File: src/rtl/ysyx_041461_hazard_scoreboard_if.sv
// ID/WB/trap-side bundle for the register hazard scoreboard.
//   master : the pipeline side (ID issue request, WB retire, trap flush); samples issue_ready.
//   slave  : the scoreboard; returns issue_ready.
// Signals:
//   issue_valid, issue_ready, issue_rd_we, issue_rd[AW], issue_rs_en[NRP], issue_rs[NRP*AW]
//   wb_valid, wb_rd[AW], flush
interface ysyx_041461_hazard_scoreboard_if #(
  parameter int unsigned AW  = 5,
  parameter int unsigned NRP = 2
) ();
  logic                issue_valid;
  logic                issue_ready;
  logic                issue_rd_we;
  logic [AW-1:0]       issue_rd;
  logic [NRP-1:0]      issue_rs_en;
  logic [NRP*AW-1:0]   issue_rs;
  logic                wb_valid;
  logic [AW-1:0]       wb_rd;
  logic                flush;

  modport master (
    output issue_valid, issue_rd_we, issue_rd, issue_rs_en, issue_rs, wb_valid, wb_rd, flush,
    input  issue_ready
  );

  modport slave (
    input  issue_valid, issue_rd_we, issue_rd, issue_rs_en, issue_rs, wb_valid, wb_rd, flush,
    output issue_ready
  );
endinterface

File: src/rtl/ysyx_041461_hazard_scoreboard.sv
// Register scoreboard for the ID stage. Each GPR (except x0) has a pending-write counter that
// is bumped when a writer issues and decremented when it retires, so the RAW check is
// independent of pipeline depth.
// Ports:
//   clk, rst       clock, synchronous active-high reset
//   sb (slave)     issue request/ready, WB retire, trap flush
//   busy           bit r set while register r has a pending write
//   stall_cycles   saturating count of cycles where ID wanted to issue but was held
//   err_underflow  sticky: a retire arrived for a register with no pending write
// Optional build macro: YSYX_041461_SB_WB_BYPASS_EN -- a retire that drops the last pending
// write of a source register clears the RAW hazard in the same cycle (ID takes the operand
// from the WB bypass). Undefined: the dependent issues one cycle after the retire.
module ysyx_041461_hazard_scoreboard #(
  parameter int unsigned NREG    = 32,
  parameter int unsigned AW      = 5,
  parameter int unsigned NRP     = 2,
  parameter int unsigned CNT_W   = 2,
  parameter int unsigned STALL_W = 32
) (
  input  logic                              clk,
  input  logic                              rst,
  ysyx_041461_hazard_scoreboard_if.slave    sb,
  output logic [NREG-1:0]                   busy,
  output logic [STALL_W-1:0]                stall_cycles,
  output logic                              err_underflow
);

  localparam logic [CNT_W-1:0] CntMax = '1;
  localparam logic [CNT_W-1:0] CntOne = CNT_W'(1);

  logic [CNT_W-1:0]   cnt_q [NREG];
  logic [CNT_W-1:0]   cnt_d [NREG];
  logic [NREG-1:0]    busy_vec;
  logic [STALL_W-1:0] stall_q, stall_d;
  logic               err_q, err_d;

  logic raw_hazard;
  logic sat_hazard;
  logic fire;
  logic wr_en;
  logic rt_en;
  logic underflow;
  logic stall_inc;

  // x0 never accumulates a count because wr_en/rt_en exclude index 0.
  always_comb begin
    busy_vec = '0;
    for (int r = 1; r < int'(NREG); r++) begin
      busy_vec[r] = (cnt_q[r] != '0);
    end
  end

  always_comb begin
    logic [AW-1:0] rs_idx;
    rs_idx     = '0;
    raw_hazard = 1'b0;
    for (int i = 0; i < int'(NRP); i++) begin
      rs_idx = sb.issue_rs[i*AW +: AW];
      if (sb.issue_rs_en[i] && (rs_idx != '0) && busy_vec[rs_idx]) begin
`ifdef YSYX_041461_SB_WB_BYPASS_EN
        // Last outstanding writer retiring now: operand is available on the WB bypass.
        if (!(sb.wb_valid && (sb.wb_rd == rs_idx) && (cnt_q[rs_idx] == CntOne))) begin
          raw_hazard = 1'b1;
        end
`else
        raw_hazard = 1'b1;
`endif
      end
    end
  end

  // Counter would wrap on another writer to the same rd.
  assign sat_hazard = sb.issue_rd_we && (sb.issue_rd != '0) && (cnt_q[sb.issue_rd] == CntMax);

  assign sb.issue_ready = !sb.flush && !raw_hazard && !sat_hazard;
  assign fire           = sb.issue_valid && sb.issue_ready;

  assign wr_en     = fire && sb.issue_rd_we && (sb.issue_rd != '0);
  assign rt_en     = sb.wb_valid && (sb.wb_rd != '0) && busy_vec[sb.wb_rd];
  assign underflow = sb.wb_valid && (sb.wb_rd != '0) && !busy_vec[sb.wb_rd];
  assign stall_inc = sb.issue_valid && !sb.issue_ready && !sb.flush;

  always_comb begin
    logic inc;
    logic dec;
    inc = 1'b0;
    dec = 1'b0;
    for (int r = 0; r < int'(NREG); r++) begin
      inc      = wr_en && (sb.issue_rd == AW'(r));
      dec      = rt_en && (sb.wb_rd == AW'(r));
      cnt_d[r] = cnt_q[r];
      if (sb.flush) begin
        // Flush only arrives once older writers have drained, so clearing is exact.
        cnt_d[r] = '0;
      end else if (inc && !dec) begin
        cnt_d[r] = cnt_q[r] + CntOne;
      end else if (dec && !inc) begin
        cnt_d[r] = cnt_q[r] - CntOne;
      end
    end
  end

  always_comb begin
    stall_d = stall_q;
    if (stall_inc && (stall_q != '1)) begin
      stall_d = stall_q + STALL_W'(1);
    end
    err_d = err_q || underflow;
  end

  always_ff @(posedge clk) begin
    if (rst) begin
      for (int r = 0; r < int'(NREG); r++) begin
        cnt_q[r] <= '0;
      end
      stall_q <= '0;
      err_q   <= 1'b0;
    end else begin
      for (int r = 0; r < int'(NREG); r++) begin
        cnt_q[r] <= cnt_d[r];
      end
      stall_q <= stall_d;
      err_q   <= err_d;
    end
  end

  assign busy          = busy_vec;
  assign stall_cycles  = stall_q;
  assign err_underflow = err_q;

endmodule
File: src/flat_wrapper.sv
// flat-port wrapper written by rule: the top's interface ports become plain ports
module ysyx_041461_hazard_scoreboard_flat 
#(
  parameter int unsigned NREG    = 32,
  parameter int unsigned AW      = 5,
  parameter int unsigned NRP     = 2,
  parameter int unsigned CNT_W   = 2,
  parameter int unsigned STALL_W = 32
)
  (clk, rst, busy, stall_cycles, err_underflow, sb_issue_valid, sb_issue_rd_we, sb_issue_rd, sb_issue_rs_en, sb_issue_rs, sb_wb_valid, sb_wb_rd, sb_flush, sb_issue_ready);
  ysyx_041461_hazard_scoreboard_if #(.AW(AW), .NRP(NRP)) sb_i ();
  input  logic clk;
  input  logic rst;
  output logic [NREG-1:0] busy;
  output logic [STALL_W-1:0] stall_cycles;
  output logic err_underflow;
  input wire logic [$bits(sb_i.issue_valid)-1:0] sb_issue_valid;
  input wire logic [$bits(sb_i.issue_rd_we)-1:0] sb_issue_rd_we;
  input wire logic [$bits(sb_i.issue_rd)-1:0] sb_issue_rd;
  input wire logic [$bits(sb_i.issue_rs_en)-1:0] sb_issue_rs_en;
  input wire logic [$bits(sb_i.issue_rs)-1:0] sb_issue_rs;
  input wire logic [$bits(sb_i.wb_valid)-1:0] sb_wb_valid;
  input wire logic [$bits(sb_i.wb_rd)-1:0] sb_wb_rd;
  input wire logic [$bits(sb_i.flush)-1:0] sb_flush;
  output wire logic [$bits(sb_i.issue_ready)-1:0] sb_issue_ready;
  assign sb_i.issue_valid = sb_issue_valid;
  assign sb_i.issue_rd_we = sb_issue_rd_we;
  assign sb_i.issue_rd = sb_issue_rd;
  assign sb_i.issue_rs_en = sb_issue_rs_en;
  assign sb_i.issue_rs = sb_issue_rs;
  assign sb_i.wb_valid = sb_wb_valid;
  assign sb_i.wb_rd = sb_wb_rd;
  assign sb_i.flush = sb_flush;
  assign sb_issue_ready = sb_i.issue_ready;
  ysyx_041461_hazard_scoreboard #(.NREG(NREG), .AW(AW), .NRP(NRP), .CNT_W(CNT_W), .STALL_W(STALL_W)) u_core (.clk(clk), .rst(rst), .sb(sb_i), .busy(busy), .stall_cycles(stall_cycles), .err_underflow(err_underflow));
endmodule
File: config.mk
export PLATFORM = sky130hd
export DESIGN_NAME = ysyx_041461_hazard_scoreboard_flat
export DESIGN_NICKNAME = d
export VERILOG_FILES = /design/src/rtl/ysyx_041461_hazard_scoreboard_if.sv /design/src/rtl/ysyx_041461_hazard_scoreboard.sv /design/src/flat_wrapper.sv
export SDC_FILE = /design/constraint.sdc
export NUM_CORES = 1
export LEC_CHECK = 0
export CORE_ASPECT_RATIO = 0.6
export CORE_MARGIN = 4
export CORE_UTILIZATION = 24
export CTS_CLUSTER_SIZE = 28
export DETAILED_ROUTE_END_ITERATION = 8
export RECOVER_POWER = 100
export SYNTH_ARGS = -nofsm -noshare
export SYNTH_HDL_FRONTEND = slang
export SYNTH_SLANG_ARGS = --single-unit
File: constraint.sdc
create_clock -name clk -period 11.57 [get_ports clk]
set_input_delay 2.314 -clock clk [delete_from_list [all_inputs] [get_ports clk]]
set_output_delay 2.314 -clock clk [all_outputs]
set_load 0.005 [all_outputs]
==> results by group <==
Floorplan
  – Site row count: 47
  – Die height: 139 µm
  – Die ar.: 0.0313 mm²
  – Die Wd: 226 µm
  – Core ar.: 0.0278 mm²
  – Initial Utilization: 0.246
  – Io pins: 94

Worst hold path
  – Startpoint of the worst hold path: u_core.cnt_q[0][1]
  – Hold path cells: 2
  – HP Class: reg2reg
  – Hold path endpoint: u_core.cnt_q[0][1]

CTS
  – Skew-Pair Late Insertion Delay: 360 ps
  – CTS tree: yes
  – Root buf cell: clkbuf_16
  – Clock buffer count from CTS: 9
  – Clock-pin slew of the registers on the worst-case setup and hold paths: 80 ps
  – # H-tree levels: 3
  – Post-CTS Setup Bufs: 0
  – Post-cts repair resize count: 0
  – CTS sink cnt: 97
  – Clk buf depth: 2
  – CTS Hold Bufs: 0

Timing
  – Fmax: 0.102 GHz
  – RSZ-0062 raised after global routing: no
  – Final worst path period need: 9840 ps
  – Fin crit share: 0.850
  – Post-Route Setup TNS: 0 ps
  – Max-slew headroom: -0.976
  – Worst-Margin Slew: 2960 ps
  – Fin. Hold Viols: 0
  – Final setup violation count: 0
  – Slew Viols, Final: 173
  – Clock skew: 15.6 ps

Worst setup path
  – R2R cell count: 12
  – Flop-to-flop setup slack: 6050 ps
  – Max stage delay on crit path: 1570 ps
  – Worst flop-to-flop path endpoint: u_core.cnt_q[5][1]
  – Worst Path Required: 9260 ps
  – Crit Path Max Fanout: 49
  – CP Capture Type: output pin
  – Crit path DAT: 7530 ps
  – CP cell instances: dlygate4sd3_1 > mux4_2 > a22oi_1 > nand2_1 > nand3_1 > o21ai_1 > a2111oi_4 > clkbuf_1 > nor2b_1 > clkdlybuf4s50_1
  – Crit Path Class: in2out
  – Origin of the critical flop-to-flop path: u_core.cnt_q[2][0]
  – Critical-path top delay cell: clkbuf_1
  – Startpoint Class: input port

Power and ir drop
  – Power Total: 708 µW
  – Switching Fraction: 0.278
  – Sequential share of power: 0.475
  – PwrDens: 85.0 mW/mm²
  – P_sw: 197 µW
  – Int Power: 511 µW
  – Worst vdd ir: 0.0617 mV
  – Logic pwr share: 0.110
  – Pleak: 0.00327 µW
  – Clk pwr share: 0.415

Route
  – Drc violations: 0
  – Met3 routed WL: 2320 µm
  – Drt pass-1 iters: 5
  – Avg Vias per Cell: 5.12
  – Metal2 WL: 9300 µm
  – M1 WL: 11000 µm
  – ANT nets after route: 0
  – Drt total wl: 22900 µm
  – Initial drt markers: 627
  – Via count: 6485
  – Top sig layer: met4
  – Wire per inst: 18.1 µm

Synthesis
  – Post-synth top area cell: dfxtp_1
  – Synthesized cell area: 0.00683 mm²
  – Synth Net Count: 892
  – Cell count after synthesis: 832
  – Post-synthesis sequential element count: 97
  – Top post-synthesis cells by area: dfxtp_1 (28%), mux4_2 (10%), xor2_1 (7.9%)
  – Synth Warn #: 0
  – Post-synth top cells: nor2_1 (144), dfxtp_1 (97), xor2_1 (62)
  – Mean area per synthesized cell: 8.21 µm²
  – Cell variety after synth: 56
  – Sequential-to-total area share from yosys stat: 0.284
  – EDFF count, synth: 0
  – Most frequent cell after synthesis: nor2_1
  – Ys flop type: dfxtp_1
  – Area share of the largest cell type after synthesis: 0.284
  – Async set-reset flop share out of synthesis: 0

Final layout
  – Fill count: 2952
  – Fin cells: 1267
  – Share of post-route cells with drive strength above 1: 0.0912
  – Final #Nets: 954
  – P&R area growth vs syn: 21.8%
  – Final Cell Area: 0.00832 mm²

Placement
  – Hpwl dp: 17500 µm
  – Placed cells: 1250
  – PortBufs: 92
  – Post-place instance area: 0.00805 mm²
  – RePlAce Congestion: 0.915

Global route
  – Number of global-route vias before repair: 5873
  – Largest net degree at the start of global routing: 65
  – Initial antenna violation count: 0
  – Global-route wire length before repair: 35800 µm
  – Tot GR Track Use: 0.145
  – Global route overflow: 0

Outcome
  – Status: finished with violations
  – Failing checks: max-capacitance violations, max-slew violations

Flow run
  – Max-cap violations: 3
## layer usage
layer,vias to the layer above,global-route usage
li1,3072,-
met1,3118,0.222
met2,277,0.199
met3,18,0.0442
met4,0,0.0274
met5,-,0
## cells in the final DEF, fill, tap and decap left out, types with 5 or more instances in the layout
cell and count:
nor2b_1 26, o21ai_0 37, nor3_1 24, mux4_2 31, nand2b_1 6, clkdlybuf4s50_1 28, o31ai_1 5, nor2_1 144
or4_1 7, dfxtp_1 97, or2_2 8, xor2_1 62, nor4_1 9, nand4_1 13, a21oi_1 55, ha_1 32
nand3_1 19, clkbuf_16 9, nand2_1 56, or3_1 37, a211oi_1 6, a22oi_1 8, dlygate4sd3_1 63, inv_1 30
mux2_2 16, and2_1 5, mux2_1 6
## area by class of cell
class	count	area, µm²	share of cell area
tap	367	459	0.0552
antenna	1	2.50	0.000301
clock inverter	7	52.6	0.00632
inverter	31	116	0.0140
sequential	97	1940	0.233
timing repair buffer	98	952	0.114
multi-input combinational	657	4570	0.549
clock buffer	9	225	0.0271
## critical path, delay by kind of cell
family,cells,cell delay (ps)
buf+inv,3,3420
compound gates,3,680
mux,1,630
simple gates,3,450
## metrics by stage
stage	hold slack [ps]	worst slack [ps]	util
2_1_floorplan	405	4940	-
3_3_place_gp	425	3000	0.289
3_5_place_dp	418	2900	0.289
4_1_cts	430	2910	0.299
5_1_grt	457	1350	0.299
6_report	428	1730	0.299
## state kept, by name, indices dropped and copies added, names as in the netlist
signal                cells
u_core.cnt_q             64
u_core.stall_cycles      32
u_core.err_underflow      1
## power by group through the flow
stage | logic (µW) | registers (µW) | clock network [µW]
6_report | 77.9 | 336 | 293
5_1_grt | 84.3 | 336 | 314
3_5_place_dp | 77.5 | 344 | 0
4_1_cts | 77.7 | 336 | 303
2_1_floorplan | 50.2 | 344 | 0
3_3_place_gp | 76.0 | 344 | 0
## worst max path at each step
stage / start / to / slack [ps] / depth (start not counted)
finish: sb_issue_rd[0] / sb_issue_ready / 1730 / 10
global route: sb_issue_rd[0] / sb_issue_ready / 1350 / 10
CTS: sb_issue_rd[0] / sb_issue_ready / 2910 / 10
detailed placement: sb_issue_rd[0] / sb_issue_ready / 2900 / 10
global placement: sb_issue_rd[0] / sb_issue_ready / 3000 / 10
floorplan: sb_issue_rd[0] / sb_issue_ready / 4940 / 10
## cells by family after synthesis
group                    Yosys count  share of synthesized area
AO/OA/AOI/OAI                    131                      0.116
XOR/XNOR                          62                     0.0795
adder cells (fa/ha/maj)           32                     0.0586
buffers and inverters             78                     0.0489
flip-flops                        97                      0.284
multiplexers                      56                      0.143
other                              1                   0.000549
AND/OR/NAND/NOR                  375                      0.270
Power figures use the tool's default switching activity.
